--- config.mk ---
export PLATFORM = sky130hd
export DESIGN_NAME = wb_pipe_flat
export DESIGN_NICKNAME = d
export VERILOG_FILES = /design/src/rtl/wb_pipe_if.sv /design/src/rtl/wb_pipe.sv /design/src/flat_wrapper.sv
export SDC_FILE = /design/constraint.sdc
export NUM_CORES = 1
export LEC_CHECK = 0
export ABC_CLOCK_PERIOD_IN_PS = 1710
export CAP_MARGIN = 40
export CORE_ASPECT_RATIO = 0.6
export CORE_MARGIN = 2
export CORE_UTILIZATION = 50
export DETAILED_ROUTE_END_ITERATION = 8
export DONT_BUFFER_PORTS = 1
export PLACE_DENSITY_LB_ADDON = 0.15
export SLEW_MARGIN = 5
export SYNTH_ARGS = -nofsm -noshare
export SYNTH_HDL_FRONTEND = slang
export SYNTH_SLANG_ARGS = --single-unit
--- constraint.sdc ---
create_clock -name clk -period 1.71 [get_ports clk]
set_input_delay 0 -clock clk [delete_from_list [all_inputs] [get_ports clk]]
set_output_delay 0 -clock clk [all_outputs]
set_load 0.03 [all_outputs]
--- src/rtl/wb_pipe_if.sv ---
// Bundle of the MEM-side retire signals and the register-file write ports
// around the write-back stage.
interface wb_pipe_if #(
   parameter int WIDTH = 32,
   parameter int RADDR = 5
);
   logic             in_valid;
   logic             in_ready;
   logic [WIDTH-1:0] alu_out;
   logic [WIDTH-1:0] fpu_out;
   logic [WIDTH-1:0] bus_a;
   logic [WIDTH-1:0] fbus_a;
   logic [WIDTH-1:0] jal_out;
   logic [RADDR-1:0] rd;
   logic [RADDR-1:0] frd;
   logic             reg_wr;
   logic             freg_wr;
   logic             mem_to_reg;
   logic             mov_instr;
   logic             jal_ctrl;
   logic [1:0]       ld_size;
   logic             ld_signed;
   logic [1:0]       ld_addr_lo;
   logic             mem_rvalid;
   logic [WIDTH-1:0] mem_rdata;
   logic [WIDTH-1:0] busW;
   logic [WIDTH-1:0] fbusW;
   logic [RADDR-1:0] rw_addr;
   logic [RADDR-1:0] frw_addr;
   logic             rw_en;
   logic             frw_en;
   logic             wb_busy;

   modport master (
      output in_valid, alu_out, fpu_out, bus_a, fbus_a, jal_out, rd, frd,
             reg_wr, freg_wr, mem_to_reg, mov_instr, jal_ctrl, ld_size,
             ld_signed, ld_addr_lo, mem_rvalid, mem_rdata,
      input  in_ready, busW, fbusW, rw_addr, frw_addr, rw_en, frw_en, wb_busy
   );

   modport slave (
      input  in_valid, alu_out, fpu_out, bus_a, fbus_a, jal_out, rd, frd,
             reg_wr, freg_wr, mem_to_reg, mov_instr, jal_ctrl, ld_size,
             ld_signed, ld_addr_lo, mem_rvalid, mem_rdata,
      output in_ready, busW, fbusW, rw_addr, frw_addr, rw_en, frw_en, wb_busy
   );
endinterface

--- src/rtl/wb_pipe.sv ---
// Registered write-back stage: selects integer/FP write data, extracts
// sub-word loads (big-endian lanes) and stalls for late memory data.
//
//   state    | meaning
//   IDLE     | ready to accept; retires non-loads and loads with data present
//   WAIT_MEM | load accepted without data; holds its fields until mem_rvalid
module wb_pipe #(
   parameter int WIDTH = 32,
   parameter int RADDR = 5
) (
   input logic    clk,
   input logic    rst_n,
   wb_pipe_if.slave bus
);
   typedef enum logic {IDLE = 1'b0, WAIT_MEM = 1'b1} state_t;

   state_t           state, stateNext;
   logic             accept, fire, useLive;

   logic [WIDTH-1:0] holdJalOut, holdBusA, holdFbusA;
   logic [RADDR-1:0] holdRd, holdFrd;
   logic             holdRegWr, holdFregWr, holdMov, holdJal, holdSigned;
   logic [1:0]       holdSize, holdAddrLo;

   logic [WIDTH-1:0] curJalOut, curBusA, curFbusA;
   logic [RADDR-1:0] curRd, curFrd;
   logic             curRegWr, curFregWr, curMov, curJal, curMemToReg, curSigned;
   logic [1:0]       curSize, curAddrLo;

   logic [WIDTH-1:0] byteShift, halfShift, ldExt, intData, fpData;
   logic [7:0]       byteVal;
   logic [15:0]      halfVal;

   assign accept      = bus.in_valid && (state == IDLE);
   assign bus.in_ready = (state == IDLE);
   assign bus.wb_busy  = (state == WAIT_MEM);

   // In IDLE the live MEM inputs drive the result; in WAIT_MEM the held load does.
   assign useLive     = (state == IDLE);
   assign curJalOut   = useLive ? bus.jal_out    : holdJalOut;
   assign curBusA     = useLive ? bus.bus_a      : holdBusA;
   assign curFbusA    = useLive ? bus.fbus_a     : holdFbusA;
   assign curRd       = useLive ? bus.rd         : holdRd;
   assign curFrd      = useLive ? bus.frd        : holdFrd;
   assign curRegWr    = useLive ? bus.reg_wr     : holdRegWr;
   assign curFregWr   = useLive ? bus.freg_wr    : holdFregWr;
   assign curMov      = useLive ? bus.mov_instr  : holdMov;
   assign curJal      = useLive ? bus.jal_ctrl   : holdJal;
   assign curMemToReg = useLive ? bus.mem_to_reg : 1'b1;
   assign curSigned   = useLive ? bus.ld_signed  : holdSigned;
   assign curSize     = useLive ? bus.ld_size    : holdSize;
   assign curAddrLo   = useLive ? bus.ld_addr_lo : holdAddrLo;

   assign fire = accept ? (!bus.mem_to_reg || bus.mem_rvalid)
                        : ((state == WAIT_MEM) && bus.mem_rvalid);

   // Lane extraction: shift the selected lane up to the MSB end, then take the top bits.
   always_comb begin
      byteShift = bus.mem_rdata << {curAddrLo, 3'b000};
      halfShift = bus.mem_rdata << {curAddrLo[1], 4'b0000};
      byteVal   = byteShift[WIDTH-1 -: 8];
      halfVal   = halfShift[WIDTH-1 -: 16];
      case (curSize)
         2'b00:   ldExt = {{(WIDTH-8){curSigned & byteVal[7]}}, byteVal};
         2'b01:   ldExt = {{(WIDTH-16){curSigned & halfVal[15]}}, halfVal};
         default: ldExt = bus.mem_rdata;
      endcase
   end

   // Write-data priority for both register files.
   always_comb begin
      intData = bus.alu_out;
      if (curJal)           intData = curJalOut;
      else if (curMov)      intData = curFbusA;
      else if (curMemToReg) intData = ldExt;
      fpData = bus.fpu_out;
      if (curMov)           fpData = curBusA;
      else if (curMemToReg) fpData = bus.mem_rdata;
   end

   // Next-state logic.
   always_comb begin
      stateNext = state;
      case (state)
         IDLE:     if (accept && bus.mem_to_reg && !bus.mem_rvalid) stateNext = WAIT_MEM;
         WAIT_MEM: if (bus.mem_rvalid) stateNext = IDLE;
         default:  stateNext = IDLE;
      endcase
   end

   // State register.
   always_ff @(posedge clk or negedge rst_n) begin
      if (!rst_n) state <= IDLE;
      else        state <= stateNext;
   end

   // Capture the instruction fields on accept so a stalled load can finish later.
   always_ff @(posedge clk or negedge rst_n) begin
      if (!rst_n) begin
         holdJalOut <= '0;
         holdBusA   <= '0;
         holdFbusA  <= '0;
         holdRd     <= '0;
         holdFrd    <= '0;
         holdRegWr  <= 1'b0;
         holdFregWr <= 1'b0;
         holdMov    <= 1'b0;
         holdJal    <= 1'b0;
         holdSigned <= 1'b0;
         holdSize   <= 2'b00;
         holdAddrLo <= 2'b00;
      end else if (accept) begin
         holdJalOut <= bus.jal_out;
         holdBusA   <= bus.bus_a;
         holdFbusA  <= bus.fbus_a;
         holdRd     <= bus.rd;
         holdFrd    <= bus.frd;
         holdRegWr  <= bus.reg_wr;
         holdFregWr <= bus.freg_wr;
         holdMov    <= bus.mov_instr;
         holdJal    <= bus.jal_ctrl;
         holdSigned <= bus.ld_signed;
         holdSize   <= bus.ld_size;
         holdAddrLo <= bus.ld_addr_lo;
      end
   end

   // Register-file write ports; data/address hold between writes, strobes pulse once.
   always_ff @(posedge clk or negedge rst_n) begin
      if (!rst_n) begin
         bus.busW     <= '0;
         bus.fbusW    <= '0;
         bus.rw_addr  <= '0;
         bus.frw_addr <= '0;
         bus.rw_en    <= 1'b0;
         bus.frw_en   <= 1'b0;
      end else begin
         bus.rw_en  <= 1'b0;
         bus.frw_en <= 1'b0;
         if (fire) begin
            bus.busW     <= intData;
            bus.fbusW    <= fpData;
            bus.rw_addr  <= curRd;
            bus.frw_addr <= curFrd;
            bus.rw_en    <= curRegWr && (curRd != '0);
            bus.frw_en   <= curFregWr;
         end
      end
   end
endmodule

--- src/flat_wrapper.sv ---
// flat-port wrapper written by rule: the top's interface ports become plain ports
module wb_pipe_flat 
#(
   parameter int WIDTH = 32,
   parameter int RADDR = 5
)
  (clk, rst_n, bus_in_valid, bus_alu_out, bus_fpu_out, bus_bus_a, bus_fbus_a, bus_jal_out, bus_rd, bus_frd, bus_reg_wr, bus_freg_wr, bus_mem_to_reg, bus_mov_instr, bus_jal_ctrl, bus_ld_size, bus_ld_signed, bus_ld_addr_lo, bus_mem_rvalid, bus_mem_rdata, bus_in_ready, bus_busW, bus_fbusW, bus_rw_addr, bus_frw_addr, bus_rw_en, bus_frw_en, bus_wb_busy);
  wb_pipe_if #(.WIDTH(WIDTH), .RADDR(RADDR)) bus_i ();
  input logic clk;
  input logic rst_n;
  input wire logic [$bits(bus_i.in_valid)-1:0] bus_in_valid;
  input wire logic [$bits(bus_i.alu_out)-1:0] bus_alu_out;
  input wire logic [$bits(bus_i.fpu_out)-1:0] bus_fpu_out;
  input wire logic [$bits(bus_i.bus_a)-1:0] bus_bus_a;
  input wire logic [$bits(bus_i.fbus_a)-1:0] bus_fbus_a;
  input wire logic [$bits(bus_i.jal_out)-1:0] bus_jal_out;
  input wire logic [$bits(bus_i.rd)-1:0] bus_rd;
  input wire logic [$bits(bus_i.frd)-1:0] bus_frd;
  input wire logic [$bits(bus_i.reg_wr)-1:0] bus_reg_wr;
  input wire logic [$bits(bus_i.freg_wr)-1:0] bus_freg_wr;
  input wire logic [$bits(bus_i.mem_to_reg)-1:0] bus_mem_to_reg;
  input wire logic [$bits(bus_i.mov_instr)-1:0] bus_mov_instr;
  input wire logic [$bits(bus_i.jal_ctrl)-1:0] bus_jal_ctrl;
  input wire logic [$bits(bus_i.ld_size)-1:0] bus_ld_size;
  input wire logic [$bits(bus_i.ld_signed)-1:0] bus_ld_signed;
  input wire logic [$bits(bus_i.ld_addr_lo)-1:0] bus_ld_addr_lo;
  input wire logic [$bits(bus_i.mem_rvalid)-1:0] bus_mem_rvalid;
  input wire logic [$bits(bus_i.mem_rdata)-1:0] bus_mem_rdata;
  output wire logic [$bits(bus_i.in_ready)-1:0] bus_in_ready;
  output wire logic [$bits(bus_i.busW)-1:0] bus_busW;
  output wire logic [$bits(bus_i.fbusW)-1:0] bus_fbusW;
  output wire logic [$bits(bus_i.rw_addr)-1:0] bus_rw_addr;
  output wire logic [$bits(bus_i.frw_addr)-1:0] bus_frw_addr;
  output wire logic [$bits(bus_i.rw_en)-1:0] bus_rw_en;
  output wire logic [$bits(bus_i.frw_en)-1:0] bus_frw_en;
  output wire logic [$bits(bus_i.wb_busy)-1:0] bus_wb_busy;
  assign bus_i.in_valid = bus_in_valid;
  assign bus_i.alu_out = bus_alu_out;
  assign bus_i.fpu_out = bus_fpu_out;
  assign bus_i.bus_a = bus_bus_a;
  assign bus_i.fbus_a = bus_fbus_a;
  assign bus_i.jal_out = bus_jal_out;
  assign bus_i.rd = bus_rd;
  assign bus_i.frd = bus_frd;
  assign bus_i.reg_wr = bus_reg_wr;
  assign bus_i.freg_wr = bus_freg_wr;
  assign bus_i.mem_to_reg = bus_mem_to_reg;
  assign bus_i.mov_instr = bus_mov_instr;
  assign bus_i.jal_ctrl = bus_jal_ctrl;
  assign bus_i.ld_size = bus_ld_size;
  assign bus_i.ld_signed = bus_ld_signed;
  assign bus_i.ld_addr_lo = bus_ld_addr_lo;
  assign bus_i.mem_rvalid = bus_mem_rvalid;
  assign bus_i.mem_rdata = bus_mem_rdata;
  assign bus_in_ready = bus_i.in_ready;
  assign bus_busW = bus_i.busW;
  assign bus_fbusW = bus_i.fbusW;
  assign bus_rw_addr = bus_i.rw_addr;
  assign bus_frw_addr = bus_i.frw_addr;
  assign bus_rw_en = bus_i.rw_en;
  assign bus_frw_en = bus_i.frw_en;
  assign bus_wb_busy = bus_i.wb_busy;
  wb_pipe #(.WIDTH(WIDTH), .RADDR(RADDR)) u_core (.clk(clk), .rst_n(rst_n), .bus(bus_i));
endmodule
; After elaboration in Yosys (flattened, before gate mapping)
; Index checks and enable logic that the tools add are counted.
[word_totals]
register_bits = 192
elab_cells = 60
in_bits = 216
[classes]
shifts = 2
eq_ne = 1
n_mux = 25
n_reduce_logical = 10
bitwise = 3
[ops]
columns = operator, n
row1 = two-way mux 32 bit, 8
row2 = case mux 32 bit (2 select lines), 1
row3 = << shifter 32 x 5 -> 32 bit, 2
row4 = two-way mux 1 bit, 11
row5 = two-way mux 5 bit, 2
row6 = logical AND 1 bit, 5
row7 = nonzero test 5 bit, 1
row8 = two-way mux 2 bit, 2
row9 = AND 1 bit, 2
row10 = "equality test 2 x 1 -> 1 bit, second input constant", 1
row11 = logical NOT 1 bit, 2
row12 = logical NOT 2 bit, 1
row13 = case mux 1 bit (2 select lines), 1
row14 = logical OR 1 bit, 1
row15 = NOT 1 bit, 1

; Logic depth before layout (Yosys ltp)
; Gate-level depths: netlist (run 1).
[depth]
word_depth = 7
depth_mapped = 9

; Worst setup path after synthesis (run 1)
; No wires, ideal clock.
[synth_path]
kind = reg2reg
startpoint = register u_core.state, in the netlist u_core.bus.wb_busy
endpoint = register u_core.holdFbusA[14]
setup_time_ns = 0.125
path_slack_ns = -0.295
arrival_time_ns = 1.881
path_stages_with_launch = 8
required_time_ns = 1.585
path_cell_list = dfrtp_1 -> buf_6 -> buf_6 -> inv_2 -> nand2_1 -> buf_2 -> buf_2 -> mux2_2
[synth_between]
elab_chain_cells = 2
[synth_rtl]
columns = element, line
row1 = "start, declared", wb_pipe.sv:17  ; state_t state, stateNext;
row2 = "start signal, assigned", wb_pipe.sv:94  ; else state <= stateNext;
row3 = NOT 1 bit, n/a
row4 = named net bus_in_ready, flat_wrapper.sv:29  ; output wire logic [$bits(bus_i.in_ready)-1:0] bus_in_ready;
row5 = logical AND 1 bit, wb_pipe.sv:34  ; assign accept = bus.in_valid && (state == IDLE);
row6 = "end signal, assigned", wb_pipe.sv:115  ; holdFbusA <= bus.fbus_a;
row7 = "end, declared", wb_pipe.sv:20  ; logic [WIDTH-1:0] holdJalOut, holdBusA, holdFbusA;
; The timed path passes the listed nets, and every way through them passes these cells.
; A chain may end at the register's enable or synchronous reset.

; Final worst setup path (run 1)
[layout_path]
startpoint = register u_core.state, in the netlist u_core.bus.wb_busy
endpoint = register u_core.bus.busW[10]
[layout_between]
elab_chain_cells = 7
elab_cells_between_ends = 21
cone_classes = 1 x eq/ne / 2 x shift / 13 x mux / 2 x bitwise / 3 x reduce/logical
[layout_rtl]
columns = element, line
row1 = two-way mux 2 bit, wb_pipe.sv:52  ; assign curAddrLo = useLive ? bus.ld_addr_lo : holdAddrLo;
row2 = << shifter 32 x 5 -> 32 bit, wb_pipe.sv:59  ; byteShift = bus.mem_rdata << {curAddrLo, 3'b000};
row3 = AND 1 bit, wb_pipe.sv:64  ; 2'b00: ldExt = {{(WIDTH-8){curSigned & byteVal[7]}}, byteVal};
row4 = case mux 32 bit (2 select lines), wb_pipe.sv:63  ; case (curSize)
row5 = two-way mux 32 bit, wb_pipe.sv:75  ; else if (curMemToReg) intData = ldExt;
row6 = two-way mux 32 bit, wb_pipe.sv:74  ; else if (curMov) intData = curFbusA;
row7 = two-way mux 32 bit, wb_pipe.sv:73  ; if (curJal) intData = curJalOut;
row8 = "end signal, assigned", wb_pipe.sv:141  ; bus.busW <= intData;
row9 = "end, declared", wb_pipe_if.sv:45  ; output in_ready, busW, fbusW, rw_addr, frw_addr, rw_en, frw_en, wb_busy
; Several ways; a longest one is shown, not always the timed one.

==> qor.yml, run 1 <==
sta:
  tns_ns: -9.19
  slew_headroom_pct: 64.2
  clock.fmax_mhz: 520
  timing.hold.ws_ns: -0.742
  drv_slew: 0
  fin_worst_skew_ns: 0.0172
  hold_viol_final: 192
  postLayoutSetupSlackWorst_ns: -0.214
  rsz0062_at_grt: "true"
  tightest_slew_ns: 0.536
  min_period_ns: 1.92
  finalSetupViolCount: 143
  fin_crit_sh_pct: 113
yosys:
  yosysSeqAreaShare_pct: 45.9
  synth_cell_types: 51
  muxShareOfSynthArea_pct: 23.7
  synth-compound-area-share_pct: 18.7
  synth_top_area_cell: "dfrtp_1"
  synth_simple_gate_area_share_pct: 7.66
  synth-xor-area-share_pct: 0
  synth_top_family_by_area: "multiplexers"
  ys_ff_latch: 192
  ys.warnings.count: 0
  syn-num-nets: 1227
  synthFlopType: "dfrtp_1"
  ys_async_sr_fraction_pct: 100
  synth_top_cell_area_share_pct: 45.9
  synth-adder-area-share_pct: 0
  synthCells: 1011
  avgSynthCellArea_sq_um: 10.3
  synth_edf_count: 0
  synth.cell_area_sq_mm: 0.0105
  yosys-top-cells-area: "dfrtp_1 (46%), mux2_2 (16%), mux2i_1 (7.1%)"
placed_design:
  dpl.hpwl_mm: 23.8
  placement.io_buffers: 0
  place_congestion: 0.904
  placed_cells: 1273
worst_setup_path:
  r2r-end: "u_core.bus.busW[10]"
  crit_path_end: "u_core.bus.busW[10]"
  cp-end-kind: "flop"
  critPathArrivalTime_ns: 2.24
  r2r_slack_ns: -0.21
  critPathLaunchType: "flop"
  cp_cell_sequence: "mux2_4 -> mux4_2 -> a21o_4 -> o211ai_1 -> nand2_1"
  crit_start: "u_core.bus.wb_busy"
  crit_required_ns: 2.03
  r2r_start: "u_core.bus.wb_busy"
  crit_fanout: 8
  crit_type: "reg -> reg"
  r2r_cells: 5
  critPathMaxStageDelay_ns: 0.53
  cp_slowest_cell: "dfrtp_4"
pwr:
  p_comb_share_pct: 23.2
  powerDensity_mw_per_mm2: 965
  p_int_mw: 9.05
  p_leak_nw: 5.80
  p_sw_mw: 4.71
  p_sw_share_pct: 34.3
  pwr-share-clk_pct: 28.7
  p_seq_share_pct: 48.1
  fin_total_pwr_mw: 13.8
  ir_drop_mv: 0.719
die:
  die_h_microns: 116
  core-area_sq_mm: 0.0203
  fp-row-count: 40
  die-area_sq_mm: 0.0221
  start_util_pct: 51.6
  die_x_microns: 191
  io_pins: 294
global_routing:
  grt_remaining_overflow: 0
  track_usage_pct: 34.1
  grt_pass1_wl_mm: 56.1
  grt_max_degree: 193
  antenna_found_initial: 4
  grt_pass1_vias: 9456
clocking:
  h-tree-depth: 4
  cts.clk_slew.worst_paths_ns: 0.07
  numClockSinks: 192
  cts_tree: "yes"
  cts_max_path_buffers: 2
  cts_buffers: 17
  clock_latency_ns: 0.45
  cts_hold_buf: 214
  clockRootBuffer: "clkbuf_16"
outcome:
  violations: "negative hold slack, negative setup slack"
  outcome: "finished with violations"
drt:
  drtIter0Drc: 738
  routed_wl_mm: 37.8
  via_count: 9316
  routedWlPerCell_microns: 24.8
  ant_nets: 0
  routed_via_density: 6.11
  drc: 0
  dr.pass1.iters: 5
hold_path:
  hold_path_class: "in -> async"
finish:
  area_growth_pct: 36.3
  drive_above_1_share_pct: 23.5
  nets: 1454
  finalNonFillerCells: 1524
  postLayoutCoreUtil_pct: 70.3
flow_run:
  maxCapViolations: 0
## worst min path at each step
| stage | start | end | slack [ns] | depth (start not counted) |
|---|---|---|---|---|
| 6_report | rst_n | u_core.holdFbusA[8] | -0.74 | 0 |
| 5_1_grt | rst_n | u_core.holdFbusA[8] | -0.77 | 0 |
| 4_1_cts | rst_n | u_core.bus.fbusW[10] | -0.77 | 0 |
| 3_5_place_dp | rst_n | u_core.holdFbusA[8] | -0.29 | 0 |
| 3_3_place_gp | rst_n | u_core.holdFbusA[8] | -0.29 | 0 |
| 2_1_floorplan | rst_n | u_core.bus.busW[0] | -0.30 | 0 |
## repair_timing
item | 4_1_cts | 5_1_grt
buffers inserted | 1 | 1
setup endpoints to repair | 186 | 188
gates resized for setup | 13 | 24
endpoints found under the hold margin | 384 | 192
pin swaps | 12 | 9
cloned | 1 | 2
## routing by layer
metal,wire (microns),global-route usage (%),vias to the layer above
met4,643,10.2,4
met1,15800,44.9,4592
met2,17100,53.5,497
li1,-,-,4169
met5,27,0,-
met3,4240,11.7,54
## Yosys cell counts (all sizes together) (2+ instances only)
master and instances:
a211oi 19, a21boi 7, a21oi 87, a221oi 16
a22o 17, a22oi 8, a31oi 18, and2 2
buf 50, clkbuf 31, dfrtp 192, inv 6
mux2 149, mux2i 76, nand2 149, nand3b 2
nor2 20, nor2b 3, nor3 11, o211ai 19
o21ai 81, o21bai 17, o221ai 7, o22ai 9
or2 2, or4 2
## power groups by stage
| stage | logic [mW] | registers, mW | clock network (mW) |
|---|---|---|---|
| 2_1_floorplan | 1.90 | 6.46 | 0 |
| 3_3_place_gp | 2.45 | 6.65 | 0 |
| 3_5_place_dp | 2.51 | 6.66 | 0 |
| 4_1_cts | 3.05 | 6.58 | 3.96 |
| 5_1_grt | 3.44 | 6.69 | 4.13 |
| 6_report | 3.19 | 6.62 | 3.95 |
## cells by family after synthesis
logic type,after synthesis
AOI/OAI and AO/OA,311
buffers and inverters,87
and+or+nand+nor,195
muxes,226
DFF,192
## through the flow
| step | setup slack [ns] | cell area, sq um |
|---|---|---|
| after global placement | -0.215 | 11300 |
| after CTS | -0.214 | 14100 |
| after global routing | -0.286 | 14300 |
| final | -0.214 | 14300 |
| after floorplan | -0.217 | 10700 |
| after detailed placement | -0.236 | 11300 |
## cells in the final DEF (no fill, tap or decap), types with 16 or more instances in the layout
cell type,count
a211oi_1,16
a21oi_1,77
a22o_1,17
a31oi_1,18
buf_12,25
buf_4,38
clkbuf_16,19
dfrtp_1,191
dlygate4sd3_1,214
mux2_2,147
mux2i_1,72
nand2_1,148
nor2_1,17
o211ai_1,19
o21ai_0,71
o21bai_1,16
## flip-flops by register name, summed over array words and instances, names as in the netlist
| register | flops |
|---|---|
| u_core.holdAddrLo | 2 |
| u_core.holdJalOut | 32 |
| u_core.holdSize | 2 |
| u_core.bus.frw_en | 1 |
| u_core.holdFrd | 5 |
| u_core.bus.frw_addr | 5 |
| u_core.holdRegWr | 1 |
| u_core.holdBusA | 32 |
| u_core.bus.rw_en | 1 |
| u_core.bus.busW | 32 |
| u_core.holdRd | 5 |
| u_core.holdMov | 1 |
| u_core.holdFbusA | 32 |
| u_core.holdSigned | 1 |
| u_core.bus.rw_addr | 5 |
| u_core.bus.wb_busy | 1 |
| u_core.bus.fbusW | 32 |
| u_core.holdJal | 1 |
| u_core.holdFregWr | 1 |
## worst max-delay path, delay by kind of cell (launching register included)
kind            cells  cell delay, ns
mux                 2            0.76
flops               1            0.53
compound gates      2            0.43
simple gates        1            0.07
## area by class of cell
cell class | count | area, sq um
tap | 273 | 342
inverter | 6 | 25.0
clock buffer | 22 | 464
fill | 1447 | 6010
multi-input combinational | 732 | 5420
timing repair buffer | 289 | 3110
antenna | 2 | 5.00
clock inverter | 8 | 82.6
sequential | 192 | 4810
No activity file was read; power rests on OpenSTA's default activity.
==> run 2, diff against run 1 <==
Settings changed: CTS_BUF_LIST set to sky130_fd_sc_hd__clkbuf_16, RECOVER_POWER set to 100, SLEW_MARGIN 5 to unset.
==> run 2 against run 1 <==
Effect of this change: the run still ends with negative hold slack, negative setup slack left; sequential share of layout area about the same; hold slack worse by 0.0069 ns; first-iteration DRC count rose by 0.68%; register-to-register slack barely moved; die area did not move; clock skew shrank 0.0012 ns; critical path type unchanged; critical endpoint unchanged; largest cell class unchanged; highest routed layer unchanged.
==> qor.yml, run 2 (synthesized netlist as in run 1, its figures left out) <==
outcome:
  outcome: "finished with violations"
  violations: "negative hold slack, negative setup slack"
sta:
  fin_worst_skew_ns: 0.0160
  postLayoutSetupSlackWorst_ns: -0.215
  timing.hold.ws_ns: -0.749
  min_period_ns: 1.93
  clock.fmax_mhz: 519
  tightest_slew_ns: 0.456
  rsz0062_at_grt: "true"
  slew_headroom_pct: 69.6
  drv_slew: 0
  hold_viol_final: 192
  finalSetupViolCount: 145
  fin_crit_sh_pct: 113
worst_setup_path:
  worst_path_dominant_cell_family: "multiplexers"
  crit_fanout: 8
  critPathMaxStageDelay_ns: 0.53
  cp_cell_sequence: "mux2_4 -> mux4_2 -> a21o_4 -> o211ai_1 -> nand2_1"
  critPathLaunchType: "flop"
  cp-end-kind: "flop"
  cp_slowest_cell: "dfrtp_4"
  crit_required_ns: 2.04
  cp_num_buf_inv: 0
  critPathArrivalTime_ns: 2.25
  crit_type: "reg -> reg"
clocking:
  clockRootBuffer: "clkbuf_16"
  clock_latency_ns: 0.45
  numClockSinks: 192
  cts_hold_buf: 214
  h-tree-depth: 4
  cts.clk_slew.worst_paths_ns: 0.07
  cts_tree: "yes"
  cts_max_path_buffers: 2
  cts_buffers: 17
pwr:
  p_leak_nw: 5.80
  fin_total_pwr_mw: 13.7
  p_sw_share_pct: 34.6
  p_int_mw: 8.94
  p_comb_share_pct: 23.4
  powerDensity_mw_per_mm2: 959
  p_seq_share_pct: 48.4
  ir_drop_mv: 0.733
  p_sw_mw: 4.73
  pwr-share-clk_pct: 28.2
placed_design:
  place_congestion: 0.904
  placement.io_buffers: 0
  dpl.hpwl_mm: 23.8
drt:
  routed_via_density: 6.14
  routed_wl_mm: 37.9
  ant_nets: 0
  dr.pass1.iters: 5
  drc: 0
  wl_met3_mm: 4.11
  route.met2.wl_mm: 17.2
  drtIter0Drc: 743
  drt-met1-wl_mm: 15.8
  via_count: 9363
  routedWlPerCell_microns: 24.8
  maxUsedRoutingLayer: "met5"
hold_path:
  hold_path_class: "in -> async"
flow_run:
  maxCapViolations: 0
die:
  core-area_sq_mm: 0.0203
  die_h_microns: 116
  die_x_microns: 191
  fp-row-count: 40
  start_util_pct: 51.6
  die-area_sq_mm: 0.0221
  io_pins: 294
global_routing:
  track_usage_pct: 34.2
  antenna_found_initial: 5
  grt_max_degree: 193
  grt_pass1_wl_mm: 56.1
  grt_pass1_vias: 9432
  grt_remaining_overflow: 0
finish:
  area_growth_pct: 36.2
  drive_above_1_share_pct: 23.5
  mostFrequentLayoutCells: "dlygate4sd3_1 (214), dfrtp_1 (191), nand2_1 (148), mux2_2 (147), a21oi_1 (76)"
  final_common_cell: "dlygate4sd3_1"
  nets: 1454
[run 2: changes by cell type in the layout (fill, tap and decap cells not counted), sizes merged]
cell	delta
clkinv	+2
inv	+3
diode	+1
clkbuf	-5
[run 2: cell type report]
class | instances | area [sq um]
fillers | 1449 | 6020
clock buffers | 17 | 425
diodes | 3 | 7.51
well taps | 273 | 342
inverters | 6 | 25.0
clock inverters | 13 | 101
repair buffers | 289 | 3110
flip-flops and latches | 192 | 4810
multi-input cells | 732 | 5420
[run 2: timing repair]
action / in CTS / in global routing
setup buffers: 1 / 1
pin swaps: 12 / 8
endpoints found under the hold margin: 384 / 192
endpoints found under the setup margin: 186 / 188
resized for setup: 13 / 25
cloned: 1 / 2
[run 2: per-layer routing]
metal,vias up,GRT usage (%)
met5,-,0
met4,4,9.92
met3,60,11.8
met2,496,53.7
met1,4629,45.1
li1,4174,-
[run 2: path summary, 6_finish.rpt]
kind / start / endpoint / slack [ns] / cells after the start
setup / recovery: u_core.bus.wb_busy / u_core.bus.busW[10] / -0.22 / 5
hold / removal: rst_n / u_core.holdFbusA[8] / -0.75 / 0
setup reg to reg: u_core.bus.wb_busy / u_core.bus.busW[10] / -0.22 / 5
hold reg to reg: u_core.holdBusA[31] / u_core.holdBusA[31] / 0.50 / 1
max in group asynchronous: rst_n / u_core.bus.busW[29] / 2.05 / 0
min in group clk: bus_mem_rdata[2] / u_core.bus.busW[2] / 0.02 / 4
[run 2: power groups by stage]
stage | combinational (mW) | sequential (mW) | clock [mW]
floorplan | 1.90 | 6.46 | 0
global placement | 2.45 | 6.65 | 0
detailed placement | 2.51 | 6.66 | 0
CTS | 3.05 | 6.58 | 3.85
global route | 3.44 | 6.70 | 4.04
finish | 3.19 | 6.62 | 3.85
[run 2: metrics by stage]
stage               std cells  instance area [sq um]  util, %  worst slack, ns  setup TNS (ns)
floorplan                1011                  10700        -           -0.217           -6.30
global placement         1273                  11300     55.8           -0.215          -15.73
detailed placement       1273                  11300     55.8           -0.236          -17.55
CTS                      1519                  14100     69.5           -0.214          -23.36
global route             1524                  14200     70.3           -0.285          -19.40
finish                   1525                  14200     70.3           -0.215           -9.51
